**src/rtl/hbridge_coil_sim.sv**
```systemverilog
// hbridge_coil_sim: behavioural H-bridge coil current model plus PWM duty meter
// Ports:
//   clk, resetn                      clock and asynchronous active-low reset
//   low_1, high_1, low_2, high_2     bridge gate signals, active high
//   polarity_invert_config           negates the reported current
//   current                          signed modelled coil current
//   pwm                              PWM reference being measured
//   duty                             high-sample count of the last completed window
module hbridge_coil_sim #(
    parameter int DRIVE_STEP      = 4,
    parameter int SLOW_DECAY_STEP = 1,
    parameter int FAST_DECAY_STEP = 8,
    parameter int WINDOW_BITS     = 12
) (
    input  logic                     clk,
    input  logic                     resetn,
    input  logic                     low_1,
    input  logic                     high_1,
    input  logic                     low_2,
    input  logic                     high_2,
    input  logic                     polarity_invert_config,
    output logic signed [12:0]       current,
    input  logic                     pwm,
    output logic [WINDOW_BITS:0]     duty
);
    localparam logic signed [13:0] MAX_I = 14'sd4095;
    localparam logic signed [13:0] DRV   = 14'(DRIVE_STEP);
    localparam logic signed [13:0] SLW   = 14'(SLOW_DECAY_STEP);
    localparam logic signed [13:0] FST   = 14'(FAST_DECAY_STEP);

    logic signed [12:0]     i_state_q, i_state_d;
    logic signed [13:0]     ext, nxt;
    logic [WINDOW_BITS-1:0] win_q, win_d;
    logic [WINDOW_BITS:0]   acc_q, acc_d, duty_q, duty_d;
    logic                   shoot, fwd, rev, slow, wrap;

    // Symmetric clamp keeps -4096 unreachable so negation for polarity never overflows.
    function automatic logic signed [13:0] sat(input logic signed [13:0] v);
        return (v > MAX_I) ? MAX_I : (v < -MAX_I) ? -MAX_I : v;
    endfunction

    // Step toward zero, landing exactly on zero instead of crossing it.
    function automatic logic signed [13:0] decay(input logic signed [13:0] v, input logic signed [13:0] s);
        logic signed [13:0] mag;
        mag = (v < 0) ? -v : v;
        return (mag < s) ? 14'sd0 : (v < 0) ? v + s : v - s;
    endfunction

    always_comb begin
        ext       = {i_state_q[12], i_state_q};
        shoot     = (high_1 & low_1) | (high_2 & low_2);
        fwd       = high_1 & low_2;
        rev       = high_2 & low_1;
        slow      = (low_1 & low_2) | (high_1 & high_2);
        nxt       = shoot ? ext :
                    fwd   ? sat(ext + DRV) :
                    rev   ? sat(ext - DRV) :
                    slow  ? decay(ext, SLW) : decay(ext, FST);
        i_state_d = nxt[12:0];
        wrap      = &win_q;
        win_d     = win_q + 1'b1;
        acc_d     = wrap ? '0 : acc_q + {{WINDOW_BITS{1'b0}}, pwm};
        duty_d    = wrap ? acc_q + {{WINDOW_BITS{1'b0}}, pwm} : duty_q;
    end

    always_ff @(posedge clk or negedge resetn) begin
        if (!resetn) begin
            i_state_q <= '0;
            win_q     <= '0;
            acc_q     <= '0;
            duty_q    <= '0;
        end else begin
            i_state_q <= i_state_d;
            win_q     <= win_d;
            acc_q     <= acc_d;
            duty_q    <= duty_d;
        end
    end

    assign current = polarity_invert_config ? -i_state_q : i_state_q;
    assign duty    = duty_q;
endmodule

```
**config.mk**
```make
export PLATFORM = sky130hd
export DESIGN_NAME = hbridge_coil_sim
export DESIGN_NICKNAME = d
export VERILOG_FILES = /design/src/rtl/hbridge_coil_sim.sv
export SDC_FILE = /design/constraint.sdc
export NUM_CORES = 1
export LEC_CHECK = 0
export ABC_AREA = 1
export BUFFER_PORTS_ARGS = -buffer_cell sky130_fd_sc_hd__buf_4
export CAP_MARGIN = 5
export CORE_ASPECT_RATIO = 0.75
export CORE_MARGIN = 4
export CORE_UTILIZATION = 55
export CTS_BUF_LIST = sky130_fd_sc_hd__clkbuf_16
export CTS_CLUSTER_DIAMETER = 150
export DETAILED_ROUTE_END_ITERATION = 7
export PLACE_DENSITY = 0.7
export SLEW_MARGIN = 0
export SYNTH_ARGS = -nofsm -noshare
export SYNTH_HDL_FRONTEND = slang
export SYNTH_SLANG_ARGS = --single-unit
```
**constraint.sdc**
```tcl
create_clock -name clk -period 3.7 [get_ports clk]
set_input_delay 0.185 -clock clk [delete_from_list [all_inputs] [get_ports clk]]
set_output_delay 0.185 -clock clk [all_outputs]
set_load 0.05 [all_outputs]
```
Word-level counts from Yosys, hierarchy flattened --
Index checks and enable logic that the tools add are counted.
Storage, ports and cells: flip-flop bits (word level) 51, bits of input ports 8, output and inout bits 26, word-level logic and storage cells 44
Cells by class: add/sub/neg operators 10, magnitude comparators 7, multiplexer cells 14, bitwise logic cells 8, reductions and logical operators 1
Operators with widths (count):
- 13-bit 2-to-1 mux | 13
- 14-bit by 13-bit > comparator with 1-bit output (second input constant) | 2
- 14-bit by 13-bit < comparator with 1-bit output (second input constant) | 2
- 13-bit by 4-bit adder with 14-bit output (second input constant) | 1
- 14-bit by 2-bit < comparator with 1-bit output (second input constant) | 1
- 14-bit by 5-bit < comparator with 1-bit output (second input constant) | 1
- 14-bit 2-to-1 mux | 1
- 13-bit negator with 14-bit output | 1
- 13-bit by 4-bit subtractor with 14-bit output (second input constant) | 1
- 13-bit by 1-bit adder with 13-bit output | 1
- 13-bit by 2-bit adder with 13-bit output (second input constant) | 1
- 13-bit by 5-bit adder with 13-bit output (second input constant) | 1
- 13-bit by 1-bit < comparator with 1-bit output (second input constant) | 1
- 13-bit negator | 1
- 13-bit by 2-bit subtractor with 13-bit output (second input constant) | 1
- 13-bit by 5-bit subtractor with 13-bit output (second input constant) | 1
- 12-bit by 1-bit adder with 12-bit output (second input constant) | 1
- 12-bit AND reduction | 1
- 1-bit bitwise AND | 6
- 1-bit bitwise OR | 2

Logic depth before layout (Yosys ltp) --
Gate-level depths: netlist (run 1).
word-level depth 7, gate-level depth with buffers 18, gate-level depth less buffers 18

Least setup slack after synthesis (run 1) --
No wires, ideal clock.
path type register to output, start point reg i_state_q[3], end point out current[12], data arrival time 2.660 ns, required time 3.515 ns, path slack 0.855 ns, cell stages (with the launch flop) 9, buffers on the path 0, path through dfrtp_1 > inv_1 > ha_1 > nand2_1 > nor2_1 > nand3_1 > nor2_1 > ha_1 > o21ai_0
Between the ends: longest elaborated chain between the ends 2
RTL lines:
- from (decl) | RTL line 31 | logic signed [12:0] i_state_q, i_state_d;
- from (signal assigned) | RTL line 73 | i_state_q <= i_state_d;
- 13-bit negator | RTL line 80 | assign current = polarity_invert_config ? -i_state_q : i_state_q;
- 13-bit 2-to-1 mux | RTL line 80
- to (decl) | RTL line 22 | output logic signed [12:0] current,
Every way passes these cells.

Worst setup path after layout (run 1) --
start point reg i_state_q[3], end point reg i_state_q[0]
Between the ends: longest elaborated chain between the ends 7, elaborated cells on any way between the ends 22, those cells by class 3 x add/sub; 7 x order compare; 12 x mux
RTL lines:
- 13-bit negator with 14-bit output / 13-bit by 1-bit < comparator with 1-bit output (equally long branches) | RTL line 45, 46
- 14-bit 2-to-1 mux | RTL line 45 | mag = (v < 0) ? -v : v;
- 14-bit by 5-bit < comparator with 1-bit output / 14-bit by 2-bit < comparator with 1-bit output (equally long branches) | RTL line 46 | return (mag < s) ? 14'sd0 : (v < 0) ? v + s : v - s;
- 13-bit 2-to-1 mux | RTL line 46
- 13-bit 2-to-1 mux | RTL line 58 | slow ? decay(ext, SLW) : decay(ext, FST);
- 13-bit 2-to-1 mux | RTL line 57 | rev ? sat(ext - DRV) :
- 13-bit 2-to-1 mux * | RTL line 56 | fwd ? sat(ext + DRV) :
Mark *: on every way between the ends. The rest lies on a longest branch, timed or not. A chain may end at the register's enable or synchronous reset.

==> reports/qor.yml, run 1 <==
detailed_routing:
  ant_nets: 0
  drc: 0
  drt_pass1_iterations: 5
  vias_per_cell: 5.611
  drt_iter0_drc: 566
  vias: 4921
  routedWlPerCell_um: 15.50
  drt_wl_total_mm: 13.59
die:
  coreArea_um2: 8454
  die_x_um: 115.3
  start_util_pct: 56.22
  num_rows: 29
  io_pins: 34
  die_h_um: 88.51
  dieArea_um2: 10210
logic_synthesis:
  synth_seq_area_share_pct: 26.85
  synth_top_area_cell: "dfrtp_1"
  yosys_warnings: 0
  synth_edf_count: 0
  synth_flop_cell: "dfrtp_1"
  ys_types: 36
  yosys.area_share.simple_pct: 38.88
  synth_fa_ha_area_share_pct: 7.160
  synthCells: 747
  synth_mux_area_share_pct: 0
  synth-compound-area-share_pct: 9.134
  syn_area_um2: 4753
  synthTopCellsByArea: "dfrtp_1 (27%), nand2_1 (19%), nand3_1 (7.5%)"
  async_flop_share_pct: 100.0
  syn_nets: 781
  yosysTopAreaCellShare_pct: 26.85
  synthXorXnorAreaFrac_pct: 8.265
  syn_avg_cell_area_um2: 6.363
  synth_top_family_by_area: "simple AND/OR/NAND/NOR gates"
  ys_seq_elements: 51
cts:
  htree_levels: 2
  ctsRootBufferMaster: "clkbuf_16"
  worstSkewPairLatency_ps: 290
  hold_buffers: 1
  post-cts-setup-buffer-count: 0
  cts_made_buffers: 5
  cts_tree: "done"
  cts_buffer_depth: 2
  clock-sinks: 51
  path_clk_slew_ps: 70
  cts_resized: 0
power:
  vdd_drop_max_mv: 0.6449
  p_per_area_nw_per_um2: 945.9
  leakage_nw: 2.772
timing:
  slew-limit-headroom_pct: 49.49
  fin_crit_sh_pct: 80.53
  max_freq_mhz: 335.6
  tns_ps: 0
  setup_viol: 0
  finClkSkew_ps: 9.216
  rsz0062_at_grt: "false"
  period_needed_ps: 2980
  finalHoldViolations: 0
  drv_slew: 0
  tightest_slew_ps: 757.2
setup_path:
  reg2reg_depth: 18
  worstSetupStartpoint: "i_state_q[3]"
  r2r-start: "i_state_q[3]"
  worstSetupPathType: "flop to flop"
  crit_arrival_ps: 3160
  reg2reg_to: "i_state_q[0]"
  critPathMaxFanout: 11
  required_ps: 3880
  crit_end: "i_state_q[0]"
  cp-end-kind: "flop"
  cp-start-kind: "flop"
  rrSetupSlack_ps: 720
placed_design:
  hpwl_mm: 10.52
  io_buffers: 33
  routabilityCongestion: 1.028
layout:
  fin_nets: 802
  diodes: 0
  synthToLayoutAreaGrowth_pct: 9.897
  drive_above_1_share_pct: 8.973
  utilization_pct: 61.79
global_routing:
  grt_pass1_wl_mm: 21.79
  antenna_found_initial: 0
  gr-total-overflow: 0
  first_global_vias: 4388
  grt_usage_pct: 27.20
  grt_max_degree: 52
min_path:
  worstHoldPathType: "input port to flop"
  hold_depth: 4
flow_run:
  drv_cap: 0
outcome:
  status: "completed"
state kept, by name, indices dropped and copies added (netlist names):
register   cells
i_state_q     13
win_q         12
duty          13
acc_q         13
cell type report:
cell class,instances,area [um^2]
Fill cell,826,3231
Multi-Input combinational cell,581,3015
Sequential cell,51,1276
Inverter,91,341.6
Timing Repair Buffer,38,287.8
Tap cell,108,135.1
Clock buffer,5,125.1
Clock inverter,3,42.54
synth_stat cells (6+ instances only):
cell	instances
nand2_1	241
inv_1	84
nor2_1	75
nand3_1	71
dfrtp_1	51
xor2_1	35
o21ai_0	34
a21oi_1	32
ha_1	24
clkbuf_1	13
nand4_1	13
xnor2_1	8
inv_2	7
nand3b_1	7
nor2_2	7
buf_2	6
critical path: stages, from the launching register on:
cell and delay [ps]:
dfrtp_1 650, inv_1 320, ha_1 280, nand2_1 100
inv_1 80, nand2_1 70, nand2_1 50, nand2_1 100
nand3b_1 90, nor2_1 100, nand3_1 80, nand2_1 90
nand2_1 240, nand3_1 170, nand2_1 110, inv_1 110
nand2_1 50, nor2_1 100, nor2_1 60
where the power goes:
part           internal (mW)  switching, mW  total (mW)
registers              0.660          0.280       0.940
logic                   1.16           2.32        3.48
clock network          0.319          0.201       0.520
total                   2.14           2.81        4.94
logic make-up (layout without fill, tap and decap cells):
kind of cell,count (synthesis),after routing
buf+inv,115,137
compound gates,80,80
flops,51,51
xor+xnor,44,44
simple gates,431,431
fa+ha+maj,26,26
per-layer routing:
layer	routed length, um	up-vias	GRT usage [%]
li1	-	2408	-
met1	6323	2254	40.39
met2	5449	231	39.34
met3	1622	28	8.134
met4	196	0	5.117
met5	0	-	0
cell usage in the layout, fill, tap and decap left out, types with 2 or more instances in the layout:
cell type	instances
nand2_1	241
inv_1	84
nor2_1	75
nand3_1	71
dfrtp_1	51
buf_4	37
xor2_1	35
o21ai_0	34
a21oi_1	32
ha_1	24
nand4_1	13
xnor2_1	8
nand3b_1	7
nor2_2	7
inv_2	7
nor3_1	5
nor2_4	5
clkbuf_16	5
a21o_1	3
nand2_2	3
o21bai_1	2
a21boi_0	2
o211ai_1	2
fa_1	2
worst min path at each step:
| stage | endpoint | startpoint | slack, ps |
|---|---|---|---|
| detailed placement | i_state_q[8] | resetn | 260 |
| global route | acc_q[0] | pwm | 250 |
| CTS | acc_q[0] | pwm | 230 |
| floorplan | acc_q[0] | resetn | -110 |
| finish | acc_q[0] | pwm | 230 |
| global placement | i_state_q[7] | resetn | 260 |
per-stage QoR:
step                      power, mW  setup WS [ps]  std cells  instance area, um^2  hold WS, ps
after floorplan               3.431          855.3        747                 4753       -110.6
after global placement        4.285          915.9        868                 5046        258.8
after detailed placement      4.307          822.1        868                 5046        255.3
after CTS                     4.853          795.8        877                 5224        227.6
after global routing          5.335          418.5        877                 5224        250.7
final                         4.941          720.3        877                 5224        233.8
(Power assumes the default switching activity.)
==> run 2: changes to the inputs <==
Settings changed: PLACE_DENSITY 0.7 to 0.73.
Clock period 3.7 ns to 2.45 ns, I/O delays scaled along.
==> run 2 against run 1 <==
  * Fmax is 26% higher
  * Global-route usage grew 0.78 points
  * Highest routed layer is now met5
  * Non-clock buffer count grew 56
==> reports/qor.yml, run 2 (synthesis results as in run 1) <==
layout:
  final_area_um2: 5823  # +11%
  drive_above_1_share_pct: 20.97  # +12 points
  stdcell_count: 933  # +6.4%
  final_common_cell: "nand2_1"
  diodes: 0  # unchanged
  layout.cells.most_common_list: "nand2_1 (231), buf_4 (86), inv_1 (81), nor2_1 (70), nand3_1 (69)"
  synthToLayoutAreaGrowth_pct: 22.51
  fin_nets: 858  # +7.0%
power:
  p_int_mw: 3.726  # +74%
  p_per_area_nw_per_um2: 1408  # +49%
  leakage_nw: 3.043  # +9.8%
  switching_share_pct: 54.54  # -2.2 points
  power_frac_clock_pct: 8.5  # -2.0 points
  combPwrFrac_pct: 74.9  # +4.4 points
  power_frac_seq_pct: 16.6  # -2.4 points
  netSwitchingPower_mw: 4.470  # +59%
  finalPower_mw: 8.197  # +66%
  vdd_drop_max_mv: 1.054  # +63%
detailed_routing:
  vias: 5182  # +5.3%
  drt_pass1_iterations: 5  # unchanged
  routedWlPerCell_um: 15.33  # -1.1%
  drc: 0  # unchanged
  drt_wl_total_mm: 14.31  # +5.2%
  ant_nets: 0  # unchanged
  vias_per_cell: 5.554  # -1.0%
  drt_iter0_drc: 617  # +9.0%
die:
  dieArea_um2: 10210  # unchanged
  io_pins: 34  # unchanged
  die_h_um: 88.51  # unchanged
  die_x_um: 115.3  # unchanged
  coreArea_um2: 8454  # unchanged
  num_rows: 29  # unchanged
  start_util_pct: 56.22  # unchanged
timing:
  setup_viol: 0  # unchanged
  drv_slew: 0  # unchanged
  slew-limit-headroom_pct: 56.87  # +7.4 points
  max_freq_mhz: 424.4  # +26%
  finalHoldViolations: 0  # unchanged
  tightest_slew_ps: 646.9  # -110.3 ps
  period_needed_ps: 2356  # -623.3 ps
  fin_crit_sh_pct: 96.18  # +16 points
  finClkSkew_ps: 5.134  # -4.082 ps
min_path:
  worstHoldPathType: "input port to flop"
cts:
  cts_buffer_depth: 2  # unchanged
  clock-sinks: 51  # unchanged
  cts_made_buffers: 5  # unchanged
  htree_levels: 2  # unchanged
  path_clk_slew_ps: 70  # about the same
  ctsRootBufferMaster: "clkbuf_16"
  cts_tree: "done"
  worstSkewPairLatency_ps: 290  # about the same
placed_design:
  hpwl_mm: 10.86  # +3.2%
  io_buffers: 33  # unchanged
  dp_cells: 912  # +5.1%
  postPlaceCellArea_um2: 5389  # +6.8%
  routabilityCongestion: 1.009  # -1.9%
setup_path:
  crit_chain: "inv_2, buf_6, ha_2, a21o_1, or2_2, nand2_1, nand3_1, xor2_1, inv_1, nand3_1, nand2_1, nand2_1, a21oi_2"
  cp-start-kind: "flop"
  critPathSlowestCell: "dfrtp_1"
  worstSetupPathType: "flop to flop"
  critPathMaxFanout: 9  # -2
  max_stage_delay_ps: 420  # -230 ps
  required_ps: 2670  # -1210 ps
  cp-end-kind: "flop"
  crit_arrival_ps: 2580  # -580 ps
  crit_top_cell: "nand2_1"
global_routing:
  grt_pass1_wl_mm: 22.47  # +3.1%
  grt_usage_pct: 27.98  # +0.78 points
  grtUsageMet2_pct: 40.49  # +1.2 points
  gr-total-overflow: 0  # unchanged
  grt_max_degree: 52  # unchanged
  met3_usage_pct: 7.724  # -0.41 points
  met1_usage_pct: 41.69  # +1.3 points
  gr-max-usage-layer: "met1"
  antenna_found_initial: 1  # +1
  first_global_vias: 4558  # +3.9%
outcome:
  status: "completed"
flow_run:
  drv_cap: 0  # unchanged
==> run 2: what timing repair did <==
action                                 4_1_cts  5_1_grt
pin swaps                                    0       11
endpoints found under the hold margin       51        0
gates cloned                                 0        1
hold buffers                                 1        0
buffers inserted                             0       11
resized for setup                            2       61
setup endpoints to repair                    3       14
==> run 2: layout make-up <==
cell class                 instances  area [um^2]
clock buffer                       5        125.1
clock inverter                     3        18.77
fill                             767         2631
inverter                          91        341.6
multi-input combinational        581         3169
sequential                        51         1287
tap                              108        135.1
timing repair buffer              94        745.7
==> run 2: critical path: cells and delay by family, from the launching register on <==
| family | cells | cell delay (ps) |
|---|---|---|
| adders and majority gates | 1 | 330 |
| buffers and inverters | 3 | 350 |
| DFF | 1 | 420 |
| xor gates and xnor gates | 1 | 160 |
| and+or+nand+nor | 6 | 700 |
| AOI/OAI and AO/OA | 2 | 330 |
==> run 2: path summary, 6_finish.rpt <==
check	cells after the start	to	start	slack, ps
min	4	acc_q[0]	pwm	160
min in group asynchronous	2	acc_q[9]	resetn	390
max reg2reg	13	i_state_q[9]	i_state_q[12]	90
max	13	i_state_q[9]	i_state_q[12]	90
max in group asynchronous	2	i_state_q[7]	resetn	1580
min reg2reg	1	win_q[0]	win_q[0]	450
==> run 2: power groups by stage <==
stage	combinational [mW]	clock [mW]	sequential [mW]
4_1_cts	5.57	0.715	1.34
3_5_place_dp	5.53	0	1.35
3_3_place_gp	5.46	0	1.35
5_1_grt	6.70	0.759	1.37
2_1_floorplan	4.01	0	1.18
6_report	6.14	0.699	1.36
==> run 2: layer usage <==
layer | up-vias | part of all wire (%) | routed length [um]
met5 | - | 0.056 | 8
met4 | 2 | 1.4 | 203
met3 | 22 | 11 | 1590
met2 | 271 | 42 | 5945
met1 | 2375 | 46 | 6557
li1 | 2512 | - | -
==> run 2: metrics by stage <==
stage	hold slack, ps	TNS [ps]	util (%)	setup WS (ps)
after CTS	159.2	0	65.61	18.17
after global routing	180.9	-230.7	68.88	-35.35
after global placement	192.3	-8.271	63.74	-8.271
final	163.2	0	68.88	93.65
after floorplan	-173.1	0	-	47.46
after detailed placement	199.3	-26.53	63.74	-15.88
==> run 3: changes to the inputs <==
==> constraint.sdc (replaced) <==
create_clock -name clk -period 2.45 [get_ports clk]
set_input_delay 0.245 -clock clk [delete_from_list [all_inputs] [get_ports clk]]
set_output_delay 0.245 -clock clk [all_outputs]
set_load 0.05 [all_outputs]
==> run 3 against run 2 <==
  * The run now ends with hold timing left
  * Critical path depth unchanged
  * Clock-buffer cell count unchanged
  * Sequential power about the same
  * Sequential cell count unchanged
  * Via count decreased by 0.15%
  * Total power increased by 0.14%
==> reports/qor.yml, run 3 (synthesis results as in run 1) <==
outcome:
  status: "complete, but fails checks"
  violations: "hold timing"
layout:
  nFillCells: 769  # +0.26%
  seq_area_um2: 1287  # unchanged
  fin_nets: 857  # -0.12%
  layout.cells.most_common_list: "nand2_1 (231), buf_4 (85), inv_1 (81), nor2_1 (70), nand3_1 (69)"
  drive_above_1_share_pct: 21.12  # +0.15 points
  synthToLayoutAreaGrowth_pct: 22.45  # about the same
  diodes: 0  # unchanged
  final_common_cell: "nand2_1"
  multi_input_area_um2: 3173  # +0.12%
timing:
  setup_viol: 0  # unchanged
  tightest_slew_ps: 654.5  # +7.546 ps
  finalHoldViolations: 41  # +41
  period_needed_ps: 2375  # +18.51 ps
  fin_crit_sh_pct: 96.93  # +0.76 points
  finClkSkew_ps: 6.359  # +1.225 ps
  drv_slew: 0  # unchanged
  slew-limit-headroom_pct: 56.37  # -0.50 points
  holdWs_ps: -19.12  # -182.3 ps
  max_freq_mhz: 421.1  # -0.78%
power:
  netSwitchingPower_mw: 4.477  # +0.15%
  power_frac_clock_pct: 8.5  # about the same
  power_frac_seq_pct: 16.5  # about the same
  leakage_nw: 3.041  # about the same
  vdd_drop_max_mv: 1.061  # +0.69%
  p_per_area_nw_per_um2: 1410  # +0.19%
  finalPower_mw: 8.208  # +0.14%
  p_int_mw: 3.731  # +0.13%
  switching_share_pct: 54.54  # about the same
  combPwrFrac_pct: 74.9  # about the same
die:
  coreArea_um2: 8454  # unchanged
  die_h_um: 88.51  # unchanged
  die_x_um: 115.3  # unchanged
  num_rows: 29  # unchanged
  io_pins: 34  # unchanged
  start_util_pct: 56.22  # unchanged
  dieArea_um2: 10210  # unchanged
setup_path:
  worstSetupPathType: "flop to flop"
  cp-end-kind: "flop"
  r2r-start: "i_state_q[12]"
  critPathMaxFanout: 9  # unchanged
  max_stage_delay_ps: 420  # about the same
  reg2reg_to: "i_state_q[9]"
  worstSetupStartpoint: "i_state_q[12]"
  rrSetupSlack_ps: 80  # -20 ps
  critPathSlowestCell: "dfrtp_1"
  crit_arrival_ps: 2600  # +20 ps
  required_ps: 2670  # about the same
  crit_chain: "inv_2, buf_6, ha_2, a21o_1, or2_2, nand2_1, nand3_1, xor2_1, inv_1, nand3_1, nand2_1, nand2_1, a21oi_2"
  crit_top_cell: "nand2_1"
  worst-path-buf-inv: 3  # unchanged
  reg2reg_depth: 13  # unchanged
  cpLargestDelayFamily: "simple AND/OR/NAND/NOR gates"
  cp-start-kind: "flop"
placed_design:
  io_buffers: 33  # unchanged
  hpwl_mm: 10.86  # unchanged
  routabilityCongestion: 1.009  # unchanged
cts:
  cts_tree: "done"
  ctsRootBufferMaster: "clkbuf_16"
  clock-sinks: 51  # unchanged
  htree_levels: 2  # unchanged
  worstSkewPairLatency_ps: 300  # about the same
  cts_buffer_depth: 2  # unchanged
  hold_buffers: 0  # -1
  path_clk_slew_ps: 70  # about the same
  cts_made_buffers: 5  # unchanged
detailed_routing:
  drt_wl_total_mm: 14.33  # +0.17%
  drt_pass1_iterations: 5  # unchanged
  ant_nets: 0  # unchanged
  drt_iter0_drc: 576  # -6.6%
  routedWlPerCell_um: 15.38  # +0.28%
  vias_per_cell: 5.552  # about the same
  drc: 0  # unchanged
  vias: 5174  # -0.15%
global_routing:
  first_global_vias: 4551  # -0.15%
  grt_pass1_wl_mm: 22.47  # unchanged
  antenna_found_initial: 1  # unchanged
  gr-total-overflow: 0  # unchanged
  grt_usage_pct: 27.98  # unchanged
  grt_max_degree: 52  # unchanged
min_path:
  worstHoldPathType: "input port to async pin"
flow_run:
  drv_cap: 0  # unchanged
[run 3: cell types whose count changed in the layout (fill, tap and decap cells not counted)]
cell           change
o21ai_2            +1
dlygate4sd3_1      -1
buf_6              +1
o21ai_1            -1
buf_4              -1
[run 3: metrics by stage]
| stage | setup slack [ps] | setup TNS, ps | utilization, % | instances | instance area [um^2] |
|---|---|---|---|---|---|
| after global placement | -8.271 | -8.271 | 63.74 | 912 | 5389 |
| after global routing | -35.59 | -273.0 | 68.85 | 932 | 5821 |
| after detailed placement | -15.88 | -26.53 | 63.74 | 912 | 5389 |
| after CTS | 1.557 | 0 | 65.58 | 920 | 5544 |
| after floorplan | -75.04 | -75.04 | - | 747 | 4755 |
| final | 75.14 | 0 | 68.85 | 932 | 5821 |
[run 3: what timing repair did]
item | CTS | global route
endpoints found under the setup margin | 4 | 16
resized for setup | 6 | 59
endpoints found under the hold margin | 0 | 0
setup buffers | 0 | 11
pin swaps | 0 | 11
cloned | 0 | 1
[run 3: area by class of cell]
cell class,instances,share of cell area (%)
Inverter,91,5.868
Timing Repair Buffer,93,12.70
Sequential cell,51,22.12
Clock inverter,3,0.3224
Tap cell,108,2.322
Clock buffer,5,2.150
Multi-Input combinational cell,581,54.51
[run 3: how the worst max path moves through the flow]
stage / endpoint / slack (ps) / depth (start not counted)
after global placement: i_state_q[6] / -8 / 14
after floorplan: current[12] / -80 / 8
after global routing: i_state_q[12] / -40 / 16
final: i_state_q[9] / 80 / 13
after detailed placement: i_state_q[6] / -20 / 14
after CTS: i_state_q[7] / 2 / 15
[run 3: power groups by stage]
| stage | Clock (mW) | Sequential, mW | Combinational, mW |
|---|---|---|---|
| 2_1_floorplan | 0 | 1.18 | 4.01 |
| 3_3_place_gp | 0 | 1.35 | 5.46 |
| 3_5_place_dp | 0 | 1.35 | 5.53 |
| 4_1_cts | 0.715 | 1.34 | 5.58 |
| 5_1_grt | 0.759 | 1.37 | 6.71 |
| 6_report | 0.701 | 1.36 | 6.15 |
[run 3: layer usage]
layer	GRT usage [%]	share of wire, %
met5	0	0.056
met3	7.519	11
met4	5.864	1.4
met1	41.73	46
met2	40.60	42
